## config.mk

```make
export PLATFORM = sky130hd
export DESIGN_NAME = hdv_stage_sequencer
export DESIGN_NICKNAME = d
export VERILOG_FILES = /design/src/rtl/hdv_stage_sequencer.sv
export SDC_FILE = /design/constraint.sdc
export NUM_CORES = 1
export LEC_CHECK = 0
export CAP_MARGIN = 30
export CORE_MARGIN = 5
export CORE_UTILIZATION = 40
export CTS_BUF_LIST = sky130_fd_sc_hd__clkbuf_4 sky130_fd_sc_hd__clkbuf_8
export DETAILED_ROUTE_END_ITERATION = 8
export GPL_ROUTABILITY_DRIVEN = 0
export PLACE_DENSITY = 0.67
export SYNTH_ARGS = -nofsm -noshare
export SYNTH_HDL_FRONTEND = slang
export SYNTH_SLANG_ARGS = --single-unit
```

## constraint.sdc

```tcl
create_clock -name ap_clk -period 5.11 [get_ports ap_clk]
set_input_delay 1.2775 -clock ap_clk [delete_from_list [all_inputs] [get_ports ap_clk]]
set_output_delay 1.2775 -clock ap_clk [all_outputs]
set_load 0.02 [all_outputs]
```

## src/rtl/hdv_stage_sequencer.sv

```systemverilog
// Top-level sequencer for the hdv_engine loop children: ap_ctrl_hs toward the host, one child active at a time.
// Optional per-stage cycle counters are enabled by defining HDV_SEQ_STAGE_CYCLES_EN.
module hdv_stage_sequencer #(
    parameter int NUM_STAGES = 5,
    parameter int IDX_W      = (NUM_STAGES > 1) ? $clog2(NUM_STAGES) : 1
) (
    input  logic                  ap_clk,
    input  logic                  ap_rst,
    input  logic                  ap_start,
    output logic                  ap_done,
    output logic                  ap_idle,
    output logic                  ap_ready,
    input  logic [NUM_STAGES-1:0] stage_mask,
    output logic [NUM_STAGES-1:0] child_start,
    input  logic [NUM_STAGES-1:0] child_ready,
    input  logic [NUM_STAGES-1:0] child_done,
    output logic [IDX_W-1:0]      cur_stage,
`ifdef HDV_SEQ_STAGE_CYCLES_EN
    input  logic [IDX_W-1:0]      cyc_sel,
    output logic [31:0]           cyc_count,
`endif
    output logic                  busy
);

    typedef enum logic [1:0] {
        IDLE   = 2'd0,
        LAUNCH = 2'd1,
        WAIT   = 2'd2,
        FINISH = 2'd3
    } state_t;

    localparam logic [NUM_STAGES-1:0] ONE = NUM_STAGES'(1);

    state_t                state;
    logic [NUM_STAGES-1:0] mask_r;

    logic                  first_found;
    logic [IDX_W-1:0]      first_idx;
    logic                  next_found;
    logic [IDX_W-1:0]      next_idx;
    logic                  act_ready;
    logic                  act_done;
    logic                  running;
    logic                  advance;

    // Descending scan so the lowest qualifying index is the last one written.
    always_comb begin
        first_found = 1'b0;
        first_idx   = '0;
        next_found  = 1'b0;
        next_idx    = '0;
        act_ready   = 1'b0;
        act_done    = 1'b0;
        for (int i = NUM_STAGES - 1; i >= 0; i--) begin
            if (stage_mask[i]) begin
                first_found = 1'b1;
                first_idx   = IDX_W'(i);
            end
            if (mask_r[i] && (i > int'(cur_stage))) begin
                next_found = 1'b1;
                next_idx   = IDX_W'(i);
            end
            if (IDX_W'(i) == cur_stage) begin
                act_ready = child_ready[i];
                act_done  = child_done[i];
            end
        end
    end

    assign running = (state == LAUNCH) || (state == WAIT);
    // A done seen while still launching counts as ready+done.
    assign advance = running && act_done;

    always_ff @(posedge ap_clk) begin
        if (ap_rst) begin
            state       <= IDLE;
            mask_r      <= '0;
            ap_done     <= 1'b0;
            ap_ready    <= 1'b0;
            ap_idle     <= 1'b1;
            child_start <= '0;
            cur_stage   <= '0;
            busy        <= 1'b0;
        end else begin
            ap_done  <= 1'b0;
            ap_ready <= 1'b0;
            if (state == IDLE) begin
                if (ap_start) begin
                    mask_r  <= stage_mask;
                    ap_idle <= 1'b0;
                    if (first_found) begin
                        state       <= LAUNCH;
                        cur_stage   <= first_idx;
                        child_start <= ONE << first_idx;
                        busy        <= 1'b1;
                    end else begin
                        state    <= FINISH;
                        ap_done  <= 1'b1;
                        ap_ready <= 1'b1;
                    end
                end
            end else if (state == FINISH) begin
                state   <= IDLE;
                ap_idle <= 1'b1;
            end else if (advance) begin
                if (next_found) begin
                    state       <= LAUNCH;
                    cur_stage   <= next_idx;
                    child_start <= ONE << next_idx;
                end else begin
                    state       <= FINISH;
                    cur_stage   <= '0;
                    child_start <= '0;
                    busy        <= 1'b0;
                    ap_done     <= 1'b1;
                    ap_ready    <= 1'b1;
                end
            end else if ((state == LAUNCH) && act_ready) begin
                state       <= WAIT;
                child_start <= '0;
            end
        end
    end

`ifdef HDV_SEQ_STAGE_CYCLES_EN
    logic [31:0] cyc_cnt [NUM_STAGES];
    logic [31:0] sel_cnt;

    always_comb begin
        sel_cnt = '0;
        for (int i = 0; i < NUM_STAGES; i++) begin
            if (IDX_W'(i) == cyc_sel) sel_cnt = cyc_cnt[i];
        end
    end

    // Every LAUNCH/WAIT edge of a stage counts, so start-rise to done is inclusive.
    always_ff @(posedge ap_clk) begin
        if (ap_rst) begin
            for (int i = 0; i < NUM_STAGES; i++) cyc_cnt[i] <= '0;
            cyc_count <= '0;
        end else begin
            cyc_count <= sel_cnt;
            for (int i = 0; i < NUM_STAGES; i++) begin
                if ((state == IDLE) && ap_start) begin
                    cyc_cnt[i] <= '0;
                end else if (running && (IDX_W'(i) == cur_stage) && (cyc_cnt[i] != 32'hFFFF_FFFF)) begin
                    cyc_cnt[i] <= cyc_cnt[i] + 32'd1;
                end
            end
        end
    end
`endif

endmodule
```

# Yosys cells after proc, flatten, opt, wreduce, memory -nomap -nowiden
# Index checks and enable logic that the tools add are counted.
[op_classes]
magnitude_cmp = 4
eq_ne = 11
shifts = 2
muxes = 63
reduce_logical = 19
[op_table]
columns = ["op", "count"]
rows = [
  ["3-bit two-way mux", 15],
  ["5-bit two-way mux", 7],
  ["1-bit two-way mux", 34],
  ["2-bit two-way mux", 7],
  ["1-bit by 3-bit left shift with 5-bit output, first input constant", 2],
  ["4-bit AND reduction", 2],
  ["2-bit by 3-bit == test with 1-bit output, first input constant", 2],
  ["2-bit by 3-bit > comparator with 1-bit output, first input constant", 2],
  ["1-bit logical AND", 6],
  ["2-bit inequality test, second input constant", 3],
  ["2-bit AND reduction", 3],
  ["5-bit AND reduction", 1],
  ["2-bit == test, second input constant", 2],
  ["2-bit nonzero test", 2],
  ["4-bit nonzero test", 1],
  ["1-bit by 3-bit == test with 1-bit output, first input constant", 1],
  ["3-bit == test, first input constant", 1],
  ["1-bit by 3-bit > comparator with 1-bit output, first input constant", 1],
  ["3-bit > comparator, first input constant", 1],
  ["3-bit logical NOT", 1],
  ["3-bit nonzero test", 1],
  ["2-bit by 1-bit == test with 1-bit output, second input constant", 1],
  ["2-bit logical NOT", 1],
  ["2-bit by 1-bit inequality test with 1-bit output, second input constant", 1],
  ["1-bit logical OR", 1],
]
[totals]
ff_bits = 18
inputBits = 18
out_inout_bits = 12
elab_cells = 106

# Longest topological paths before layout
[depth]
word_depth = 11
mapped_depth = 7
ltp_nobuf = 7

# Worst setup path before layout
# OpenSTA, ideal clock, no wires.
[synth_timing]
path_kind = "input port to flip-flop"
start = "in stage_mask[1]"
end = "reg child_start[3]"
setup_ps = 121
arrival_ps = 2633
required_time_ps = 4989
setup_slack_ps = 2355
cell_stages = 6
n_path_buf = 1
cell_sequence = "or4_1 nor2_1 o21a_1 a311o_1 buf_6 mux2_4"
[synth_between]
elab_chain_cells = 6
word_cells_on_any_way = 10
cone_classes = "eq/ne: 1; shift: 1; mux: 7; reduce/logical: 1"
[synth_rtl]
columns = ["element", "line_no", "source"]
rows = [
  ["start, declared", "13", "input logic [NUM_STAGES-1:0] stage_mask,"],
  ["3-bit two-way mux (2 in series)", "55", "if (stage_mask[i]) begin"],
  ["1-bit by 3-bit left shift with 5-bit output", "94", "child_start <= ONE << first_idx;"],
  ["5-bit two-way mux", "91", "if (first_found) begin"],
  ["5-bit two-way mux", "88", "if (ap_start) begin"],
  ["5-bit two-way mux", "87", "if (state == IDLE) begin"],
  ["end signal, assigned", "94", ""],
  ["end signal, assigned", "109", "child_start <= ONE << next_idx;"],
  ["end, declared", "14", "output logic [NUM_STAGES-1:0] child_start,"],
]
# Parallel ways exist; a longest one is shown, timed or not. The select of a mux whose other input is x is not followed.
# A chain may end at the register's enable or synchronous reset.

# Worst setup path after layout
# Same ends and word-level chain as after synthesis.

==> flow_summary.json <==
{
  "status": "finished, final reports clean",
  "multi_input_area_um2": 724,
  "rsz0062_at_grt": "no",
  "layout.area.seq_um2": 340,
  "post_cts_resized": 0,
  "yosys_warnings": 0,
  "ant_nets": 0,
  "yosys-top-cells-area": "dfxtp_1 (29%), buf_6 (4.8%), nand2_1 (4.5%), a21oi_1 (3.9%), mux2i_1 (3.4%)",
  "syn_to_final_growth_pct": 24.1,
  "grt_max_degree": 17,
  "regToRegSetupSlack_ns": 2.88,
  "setup_viol": 0,
  "path_clk_slew_ns": 0.11,
  "comb_power_share_pct": 55.7,
  "slew_headroom_pct": 61.7,
  "fmax_ghz": 0.316,
  "power_density_nw_per_um2": 421,
  "drive_gt1_share_pct": 10.5,
  "clockBufferDepth": 2,
  "finalHoldViolCount": 0,
  "maxCapViolCount": 0,
  "antenna_cells": 0,
  "syn_area_um2": 1170,
  "r2r-start": "cur_stage[0]",
  "tns_ns": 0,
  "switching_share_pct": 43.4,
  "grt_use_total_pct": 15.1,
  "fin_nets": 184,
  "ys_types": 49,
  "routed_wl_um": 3070,
  "cts_tree": "done",
  "ir_drop_uv": 282,
  "synth_edf_count": 0,
  "final_core_util_pct": 52.2,
  "grt_pass1_wl_um": 5000,
  "finClkSkew_ns": 0.00431,
  "drt_drc_violations_left": 0,
  "cp-startpoint": "stage_mask[1]",
  "stdcell_area_um2": 1450,
  "cp-start-kind": "input port",
  "p_sw_w": 0.000265,
  "ys_ff_latch": 17,
  "wire_per_inst_um": 15.9,
  "grt_pass1_vias": 1098,
  "die_x_um": 64.1,
  "synth_top_cell_by_area": "dfxtp_1",
  "hold_buffers": 0,
  "vias": 1138,
  "viasPerCell": 5.90,
  "p_total_w": 0.000612,
  "postCtsSetupBuffers": 0,
  "die_area_um2": 4110,
  "tightestPinTransition_ns": 0.573,
  "hp-class": "flop to flop",
  "synthCells": 138,
  "first_iter_violations": 23,
  "grt-ovfl-total": 0,
  "critPathArrivalTime_ns": 3.37,
  "critical_path_class": "input port to flop",
  "reg2regPathDepth": 5,
  "r2r-end": "child_start[3]",
  "crit_required_ns": 5.31,
  "nFillCells": 283,
  "drv_slew": 0,
  "initial_core_util_pct": 42.1,
  "synthArstFlopShare_pct": 0,
  "clkLatencyLatePin_ns": 0.30,
  "seq_power_share_pct": 31.7,
  "p_int_w": 0.000346,
  "core-area_um2": 2780,
  "end_kind": "flop",
  "cts_root_buffer": "clkbuf_4",
  "power_frac_clock_pct": 12.7,
  "die_h_um": 64.1,
  "dp_hpwl_um": 2370,
  "ys.flop_type": "dfxtp_1",
  "critPathCapture": "child_start[3]",
  "rows": 19,
  "cts_buffers": 3,
  "synthDominantCellAreaShare_pct": 29.1,
  "period_share_pct": 62.0,
  "pin_count": 30,
  "port_buffers": 29,
  "cts_sinks": 17,
  "power_leakage_nw": 0.519,
  "htree_levels": 1,
  "place_area_um2": 1420,
  "antenna_found_initial": 0,
  "final.min_clock_period_ns": 3.17,
  "crit_fanout": 6,
  "syn-num-nets": 159,
  "yosysSeqAreaShare_pct": 29.1,
  "drt-pass1-iter-count": 4,
  "synth.avg_cell_area_um2": 8.48
}
==> power by group through the flow <==
stage / Combinational, W / Clock (W) / Sequential, W
3_3_place_gp: 0.000332 / 0 / 0.000195
4_1_cts: 0.000340 / 0.0000801 / 0.000194
2_1_floorplan: 0.000254 / 0 / 0.000204
3_5_place_dp: 0.000339 / 0 / 0.000197
5_1_grt: 0.000368 / 0.0000873 / 0.000199
6_report: 0.000340 / 0.0000776 / 0.000194
==> registers in the layout (all words and copies together), names as in the netlist <==
signal / count
busy: 1
state: 2
ap_idle: 1
mask_r: 4
ap_ready: 1
child_start: 5
cur_stage: 3
==> placed cells by master, fill, tap and decap left out, drive strengths merged, types with 4 or more instances in the layout <==
cell            n
or4             4
o21ai           9
nand2          14
mux2i           4
dfxtp          17
nor2            8
clkdlybuf4s50  29
a21oi           9
nand3           7
inv             7
==> cell usage after synthesis, drive strengths merged (2+ instances only) <==
library cell	number
dfxtp	17
nand2	14
a21oi	9
o21ai	9
nor2	8
inv	7
nand3	7
buf	6
mux2i	4
or4	4
and2b	3
clkbuf	3
ha	3
nand3b	3
nor3	3
nor3b	3
a21boi	2
a21o	2
mux2	2
nor2b	2
o211ai	2
o31a	2
o31ai	2
or4b	2
==> worst min path at each step <==
stage	slack (ns)	depth (start not counted)	start	to
2_1_floorplan	0.44	2	mask_r[3]	mask_r[3]
3_3_place_gp	0.45	2	child_start[2]	child_start[2]
3_5_place_dp	0.45	2	child_start[4]	child_start[4]
4_1_cts	0.48	2	child_start[4]	child_start[4]
5_1_grt	0.51	2	mask_r[3]	mask_r[3]
6_report	0.47	2	child_start[4]	child_start[4]
==> routing by layer <==
metal | share of wire, % | GRT usage (%)
met1 | 43 | 18.0
met2 | 49 | 27.0
met3 | 5.9 | 2.98
met4 | 1.6 | 4.68
met5 | 0 | 0
==> logic make-up (layout without fill, tap and decap cells) <==
kind of cell | count (synthesis) | count (layout) | share of synthesized area, %
adders and majority gates | 3 | 3 | 3.21
muxes | 6 | 6 | 5.99
and+or+nand+nor | 53 | 53 | 25.9
DFF | 17 | 17 | 29.1
buffers and inverters | 17 | 41 | 8.98
AOI/OAI and AO/OA | 42 | 42 | 26.8
==> per-stage QoR <==
stage          setup WS, ns  instances  hold WS (ns)
2_1_floorplan          2.36        138         0.440
3_3_place_gp           1.71        189         0.453
3_5_place_dp           1.65        189         0.454
4_1_cts                1.98        193         0.476
5_1_grt                1.90        193         0.508
6_report               1.94        193         0.473
==> critical path, stage by stage <==
cell and delay (ns):
clkdlybuf4s50_1 0.48, or4_1 0.56, nor2_1 0.22, o21a_1 0.17, a311o_1 0.32, mux2_4 0.33
==> final cells by class <==
class / count / share of cell area, %
tap: 31 / 2.67
multi-input combinational: 104 / 49.9
clock buffer: 3 / 1.55
clock inverter: 1 / 0.345
timing repair buffer: 29 / 20.0
sequential: 17 / 23.4
inverter: 8 / 2.07
Note: power is estimated with default switching activity, not from simulation.
